## src/rtl/text_buffer.sv

```systemverilog
// text_buffer: character screen memory with a hardware cursor.
// Clears of a row or the whole screen run one byte per cycle while busy.
module text_buffer #(
  parameter int COLS = 16,
  parameter int ROWS = 4,
  localparam int CW = $clog2(COLS),
  localparam int RW = $clog2(ROWS)
) (
  input  logic          clk,
  input  logic          reset,
  input  logic          wr_en,
  input  logic [7:0]    wr_char,
  input  logic [CW-1:0] rd_col,
  input  logic [RW-1:0] rd_row,
  output logic [7:0]    rd_char,
  output logic [CW-1:0] cursor_col,
  output logic [RW-1:0] cursor_row,
  output logic          busy,
  output logic          wr_ack
);

  localparam int DEPTH = ROWS * COLS;
  localparam int AW = $clog2(DEPTH);

  localparam logic [CW-1:0] COL_MAX = CW'(COLS - 1);
  localparam logic [RW-1:0] ROW_MAX = RW'(ROWS - 1);
  localparam logic [AW-1:0] CNT_ALL = AW'(DEPTH - 1);
  localparam logic [AW-1:0] CNT_ROW = AW'(COLS - 1);
  localparam logic [7:0]    BLANK   = 8'h20;

  typedef enum logic [1:0] {
    CLEAR_ALL,
    IDLE,
    CLEAR_ROW
  } state_t;

  state_t        state;
  state_t        state_nxt;
  logic [AW-1:0] cnt;
  logic [AW-1:0] cnt_nxt;
  logic [CW-1:0] col;
  logic [CW-1:0] col_nxt;
  logic [RW-1:0] row;
  logic [RW-1:0] row_nxt;
  logic [RW-1:0] row_inc;
  logic          ack_nxt;

  logic          we;
  logic [AW-1:0] waddr;
  logic [7:0]    wdata;
  logic [AW-1:0] rd_addr;

  logic [7:0] mem [DEPTH];

  logic is_print;
  logic is_bs;
  logic is_cr;
  logic is_ff;

  function automatic logic [AW-1:0] addr_of(
    input logic [RW-1:0] r,
    input logic [CW-1:0] c
  );
    return AW'(r) * AW'(COLS) + AW'(c);
  endfunction

  assign is_print = (wr_char >= 8'h20) && (wr_char <= 8'h7E);
  assign is_bs    = (wr_char == 8'h08);
  assign is_cr    = (wr_char == 8'h0D);
  assign is_ff    = (wr_char == 8'h0C);

  assign row_inc = (row == ROW_MAX) ? '0 : row + 1'b1;

  always_comb begin
    state_nxt = state;
    cnt_nxt   = cnt;
    col_nxt   = col;
    row_nxt   = row;
    ack_nxt   = 1'b0;
    we        = 1'b0;
    waddr     = addr_of(row, col);
    wdata     = BLANK;
    unique case (state)
      CLEAR_ALL: begin
        we    = 1'b1;
        waddr = cnt;
        if (cnt == CNT_ALL) begin
          state_nxt = IDLE;
          cnt_nxt   = '0;
        end else begin
          cnt_nxt = cnt + 1'b1;
        end
      end
      CLEAR_ROW: begin
        // row already points at the freshly entered line
        we    = 1'b1;
        waddr = addr_of(row, CW'(cnt));
        if (cnt == CNT_ROW) begin
          state_nxt = IDLE;
          cnt_nxt   = '0;
        end else begin
          cnt_nxt = cnt + 1'b1;
        end
      end
      IDLE: begin
        if (wr_en) begin
          unique case (1'b1)
            is_print: begin
              ack_nxt = 1'b1;
              we      = 1'b1;
              waddr   = addr_of(row, col);
              wdata   = wr_char;
              if (col == COL_MAX) begin
                col_nxt   = '0;
                row_nxt   = row_inc;
                state_nxt = CLEAR_ROW;
                cnt_nxt   = '0;
              end else begin
                col_nxt = col + 1'b1;
              end
            end
            is_bs: begin
              ack_nxt = 1'b1;
              if (col != '0) begin
                col_nxt = col - 1'b1;
                we      = 1'b1;
                waddr   = addr_of(row, col - 1'b1);
              end else if (row != '0) begin
                col_nxt = COL_MAX;
                row_nxt = row - 1'b1;
                we      = 1'b1;
                waddr   = addr_of(row - 1'b1, COL_MAX);
              end
            end
            is_cr: begin
              ack_nxt   = 1'b1;
              col_nxt   = '0;
              row_nxt   = row_inc;
              state_nxt = CLEAR_ROW;
              cnt_nxt   = '0;
            end
            is_ff: begin
              ack_nxt   = 1'b1;
              col_nxt   = '0;
              row_nxt   = '0;
              state_nxt = CLEAR_ALL;
              cnt_nxt   = '0;
            end
            default: ;
          endcase
        end
      end
      default: begin
        state_nxt = CLEAR_ALL;
        cnt_nxt   = '0;
      end
    endcase
  end

  always_ff @(posedge clk) begin
    if (!reset) begin
      state  <= CLEAR_ALL;
      cnt    <= '0;
      col    <= '0;
      row    <= '0;
      wr_ack <= 1'b0;
    end else begin
      state  <= state_nxt;
      cnt    <= cnt_nxt;
      col    <= col_nxt;
      row    <= row_nxt;
      wr_ack <= ack_nxt;
    end
  end

  always_ff @(posedge clk) begin
    if (reset && we) begin
      mem[waddr] <= wdata;
    end
  end

  assign rd_addr = addr_of(rd_row, rd_col);

  // NBA ordering gives read-before-write on a same-address collision
  always_ff @(posedge clk) begin
    if (!reset) begin
      rd_char <= 8'h00;
    end else begin
      rd_char <= mem[rd_addr];
    end
  end

  assign busy       = (state != IDLE);
  assign cursor_col = col;
  assign cursor_row = row;

endmodule
```

## config.mk

```make
export PLATFORM = sky130hd
export DESIGN_NAME = text_buffer
export DESIGN_NICKNAME = d
export VERILOG_FILES = /design/src/rtl/text_buffer.sv
export SDC_FILE = /design/constraint.sdc
export NUM_CORES = 1
export LEC_CHECK = 0
export CORE_UTILIZATION = 45
export DETAILED_ROUTE_END_ITERATION = 10
export DONT_BUFFER_PORTS = 1
export GPL_TIMING_DRIVEN = 0
export HOLD_SLACK_MARGIN = 0.08
export PLACE_DENSITY = 0.69
export SYNTH_ARGS = -nofsm -noshare
export SYNTH_HDL_FRONTEND = slang
export SYNTH_SLANG_ARGS = --single-unit
```

## constraint.sdc

```tcl
create_clock -name clk -period 10.3 [get_ports clk]
set_clock_uncertainty 0.2 [all_clocks]
set_input_delay 3.09 -clock clk [delete_from_list [all_inputs] [get_ports clk]]
set_output_delay 3.09 -clock clk [all_outputs]
set_load 0.02 [all_outputs]
```

After elaboration in Yosys (flattened, before gate mapping)
Memories as Yosys holds them, arrays and structs flattened. A register that Yosys moved wholly into a read port is not among the register bits.
Index checks and enable logic that the tools add are counted.
{"block": "op_classes", "n_addsub": 10, "n_lt_le_gt_ge": 2, "n_eq_ne": 20, "n_mux": 37, "n_reduce_logical": 16}
{"operator": "$mux 6", "count": 8}
{"operator": "$pmux 6 s3", "count": 2}
{"operator": "$add 6x4->6", "count": 4}
{"operator": "$eq 8x4->1 const B", "count": 3}
{"operator": "$mux 8", "count": 3}
{"operator": "$mux 2", "count": 8}
{"operator": "$mux 4", "count": 3}
{"operator": "$pmux 2 s3", "count": 2}
{"operator": "$pmux 4 s3", "count": 1}
{"operator": "$pmux 6 s2", "count": 1}
{"operator": "$ge 8x6->1 const B", "count": 1}
{"operator": "$le 8x7->1 const B", "count": 1}
{"operator": "$ne 2x2->1 const B", "count": 4}
{"operator": "$pmux 2 s4", "count": 1}
{"operator": "$reduce_bool 4->1", "count": 2}
{"operator": "$add 6x1->6 const B", "count": 1}
{"operator": "$add 6x4->6 const B", "count": 1}
{"operator": "$eq 6x4->1 const B", "count": 1}
{"operator": "$eq 6x6->1 const B", "count": 1}
{"operator": "$mux 1", "count": 6}
{"operator": "$ne 2x1->1 const B", "count": 3}
{"operator": "$ne 3x3->1 const B", "count": 2}
{"operator": "$reduce_and 3->1", "count": 2}
{"operator": "$reduce_and 6->1", "count": 1}
{"operator": "19 further kinds", "count": 23}
{"block": "word_totals", "ff_bits": 15, "ram_bits": 512, "in_bits": 17, "output_inout_bits": 16, "wordCells": 91, "memories": 1}
{"memory": "mem", "depth": 64, "width": 8, "read_ports": 1, "rd_clocked_by_memory_dff": 1, "write_ports": 1, "line_no": "53", "source": "logic [7:0] mem [DEPTH];"}

Longest topological paths before layout
{"block": "logic_depth", "ltp_word": 9, "mapped_depth": 10, "depth_no_buf": 7}

Worst setup path before layout
No wires, ideal clock.
{"block": "synth_timing", "path_type": "input-to-reg", "startpoint": "input wr_char[0]", "endpoint": "memory mem[0][6] (data pin)", "setup_time_ns": 0.917, "arrival_time_ns": 7.238, "required_time_ns": 9.183, "slack_ns": 1.946, "cell_stages": 4, "n_path_buf": 1, "cell_sequence": "clkbuf_1 nand4_1 nor2_1 nor4b_1"}
{"block": "synth_via", "elab_chain_len": 5, "elab_cells_between_ends": 6, "classes_between": "order compare: 2; mux: 3; reduce/logical: 1"}
{"element": "from (decl)", "line_no": "12", "source": "input logic [7:0] wr_char,"}
{"element": "$ge 8x6->1 / $le 8x7->1 (equally long branches)", "line_no": "67", "source": "assign is_print = (wr_char >= 8'h20) && (wr_char <= 8'h7E);"}
{"element": "$logic_and 1x1->1 (*)", "line_no": "67"}
{"element": "$mux 8 (*)", "line_no": "107", "source": "unique case (1'b1)"}
{"element": "$mux 8 (*)", "line_no": "106", "source": "if (wr_en) begin"}
{"element": "$mux 8 (*)", "line_no": "83", "source": "unique case (state)"}
{"element": "via wdata[6]", "line_no": "50", "source": "logic [7:0] wdata;"}
{"element": "to (decl)", "line_no": "53"}
Mark *: on every way through the listed nets, which the timed path passes. The rest lies on a longest branch.

Worst setup path in the final report
{"block": "layout_timing", "startpoint": "input wr_char[0]", "endpoint": "memory mem[16][5] (enable)"}
{"block": "layout_via", "elab_chain_len": 8, "elab_cells_between_ends": 13, "classes_between": "order compare: 2; eq/ne: 1; mux: 8; reduce/logical: 2"}
{"element": "$ge 8x6->1 / $le 8x7->1 (equally long branches)", "line_no": "67"}
{"element": "$logic_and 1x1->1", "line_no": "67"}
{"element": "$pmux 1 s2", "line_no": "107"}
{"element": "$mux 1", "line_no": "106"}
{"element": "$pmux 1 s2", "line_no": "83"}
{"element": "$logic_and 1x1->1", "line_no": "177", "source": "if (reset && we) begin"}
{"element": "$mux 1", "line_no": "177"}
{"element": "$mux 1 (implied by the code)", "line_no": "178", "source": "mem[waddr] <= wdata;"}
Several ways; a longest one is shown, not always the timed one.

==> impl_results.md <==
* Vias per cell at around 6.0
* Initial drt markers at 1368
* RSZ-0062 raised after global routing: no
* Fraction of final layout cells sized beyond drive strength 1 at 0.244
* Die W at about 220 µm
* Worst Max-Slew Pin Slew at 1.41 ns
* Fin nets at ~1300
* Initial antenna violation count at 0
* Peak supply drop at between 0.1 and 0.15 mV
* Worst hold slack at approximately 0.32 ns
* Post-Route WL at approximately 52000 µm
* Buffer count from post-CTS setup fixing at 0
* Top cell type by total area after synthesis: edfxtp_1
* # Max-Cap Violations at 0
* WP data arrival at between 6 and 7 ns
* Synth Area per Inst at between 15 and 20 µm²
* Worst Path Required at a little over 10 ns
* H-tree level count at 2
* Commonest cells in the netlist: edfxtp_1 (512), mux4_2 (128), nor3_1 (72), nor2_1 (36)
* Cell variety after synth at 76
* Die height at 222 µm
* FMAX at 159 MHz
* Register area share after synthesis at 0.727
* Layout Utilization at 0.518
* HPWL Detailed at 35400 µm
* Remaining global-route overflow at 0
* Post-layout minimum cycle time at 6.29 ns
* Tcrit/Tclk final at 0.610
* Count of state elements after synthesis at 535
* WL per Instance at 27.1 µm
* GP Congestion at slightly above 0.9
* Endpoints failing setup at 0
* Initial Util at 0.456
* Post-cts sizing count at 0
* Filler cell count at ~3700
* Post-DP Area at 23100 µm²
* Clock-pin slew on the worst setup and hold paths at about 0.06 ns
* Core area at about 48000 µm²
* Clk_lat worst skew at approximately 0.61 ns
* Residual DRC at 0
* Power, Total at around 0.0043 W
* Multi-input gate area at about 6000 µm²
* Cells after Synth at around 1100
* Top-count cell post-synth: edfxtp_1
* Largest cells by area after synthesis: edfxtp_1 (71%), mux4_2 (13%), dfxtp_1 (2.1%)
* Syn-to-layout area delta at 13.6%
* TritonCTS clock tree: built
* Clock buffer depth at 3
* Die ar. at a little under 50000 µm²
* Reg area at between 15000 and 20000 µm²
* Core Rows at 80
* Worst min path class: reg -> reg
* Port Buffers at 0
* Vias after detailed routing at between 10000 and 15000
* First-pass GRT wire length at roughly 77000 µm
* Power Dens Cells at 175 nW/µm²
* Netlist Area Pre-Place at around 22000 µm²
* Synth Warn # at 0
* Async set-reset flop share out of synthesis at 0
* Design area at approximately 25000 µm²
* Drt first pass iters at 8
* I/O pins at 33
* Max Fanout on Critical Path at 10
* Post-synth top flop: edfxtp_1
* Worst slew margin at 0.0522
* Final hold vios at 0
* Clk sinks at around 540
* Critical path class: in -> reg
* ANT cells at 0
* Clk root buf: clkbuf_16
* Number of synthesized flops with an enable pin at 512
* GR Util All Layers at 0.215
* Slew Viols, Final at 0
* Startpoint class of the critical path: primary input
* Routed Antenna Nets at 0
* Number of global-route vias before repair at 11700
* Static Leak at approximately 9 nW
* Largest net degree at the start of global routing at between 60 and 70
* Hold_buf cts at 0
* CTS buffer count at 54
* Crit path capture type: register
* Status: finished, final reports clean
* Synth top area share at 0.705
==> report_power, final <==
| part | leakage, nW | switching [W] | internal, W |
|---|---|---|---|
| sequential | 5.76 | 0.00000672 | 0.00236 |
| combinational | 2.22 | 0.000109 | 0.0000561 |
| clock | 0.787 | 0.000798 | 0.000997 |
==> metrics by stage <==
step	TNS, ns	setup slack, ns	cells
6_report	0	4.01	1933
3_3_place_gp	-166.48	-2.61	1818
5_1_grt	0	3.90	1933
2_1_floorplan	0	1.95	1203
4_1_cts	0	3.94	1925
3_5_place_dp	0	3.33	1830
==> worst max-delay path: stages <==
cell      delay, ns
clkbuf_1       0.19
nor3b_1        0.39
nand4b_2       0.28
a31oi_4        0.38
o21ai_1        0.28
clkbuf_1       0.45
nor3_1         1.20
==> logic make-up (layout without fill, tap and decap cells) <==
logic type	after synthesis	count (layout)	synth area share
other	1	64	0.000172
AND/OR/NAND/NOR	212	212	0.0539
adder cells (fa/ha/maj)	8	8	0.00459
AO/OA/AOI/OAI	136	136	0.0481
flip-flops	535	535	0.727
multiplexers	165	165	0.150
buffers and inverters	83	198	0.0170
==> state kept, by name (all words and copies together), names as in the netlist <==
| register | flops |
|---|---|
| cursor_col | 4 |
| rd_char | 8 |
| mem | 512 |
| cnt | 6 |
| state | 2 |
| wr_ack | 1 |
| cursor_row | 2 |
==> path summary, 6_finish.rpt <==
| path | from | to | slack (ns) | cells past startpoint |
|---|---|---|---|---|
| max reg2reg | cursor_col[0]$_SDFFE_PN0P_ | mem[16][5]$_DFFE_PP_ | 5.50 | 9 |
| max | wr_char[0] | mem[16][5]$_DFFE_PP_ | 4.01 | 7 |
| min reg2reg | cnt[1]$_SDFFE_PN0P_ | cnt[1]$_SDFFE_PN0P_ | 0.32 | 2 |
| min | cnt[1]$_SDFFE_PN0P_ | cnt[1]$_SDFFE_PN0P_ | 0.32 | 2 |
==> placed cells by master (no fill, tap or decap), drive strengths merged, types with 3 or more instances in the layout <==
| cell | count |
|---|---|
| a31oi | 4 |
| inv | 12 |
| mux2i | 30 |
| clkbuf | 99 |
| o221ai | 9 |
| o31ai | 6 |
| a21oi | 24 |
| nand2 | 24 |
| and2 | 8 |
| nor2b | 7 |
| nor2 | 37 |
| o22ai | 13 |
| a22o | 4 |
| mux4 | 128 |
| buf | 60 |
| edfxtp | 512 |
| nor3 | 72 |
| o21ai | 26 |
| nand3 | 18 |
| a221oi | 10 |
| nand3b | 4 |
| clkinv | 26 |
| o41ai | 3 |
| o211ai | 12 |
| ha | 8 |
| mux2 | 7 |
| conb | 64 |
| a211oi | 9 |
| nand2b | 14 |
| or3b | 3 |
| dfxtp | 23 |
| nand4 | 5 |
==> layout make-up <==
cell class / instances / share of cell area
Multi-Input combinational cell: 585 / 0.242
Tap cell: 615 / 0.0311
Clock inverter: 28 / 0.00657
Buffer: 72 / 0.0133
Timing Repair Buffer: 20 / 0.00834
Clock buffer: 67 / 0.0574
Sequential cell: 535 / 0.640
Inverter: 11 / 0.00167
==> metal layers <==
layer	up-vias	GRT usage	wire length [µm]
met5	-	0	0
li1	4957	-	-
met2	590	0.346	25000
met1	6000	0.289	20700
met4	0	0.0710	1650
met3	104	0.0509	4970
(Power assumes the default switching activity.)
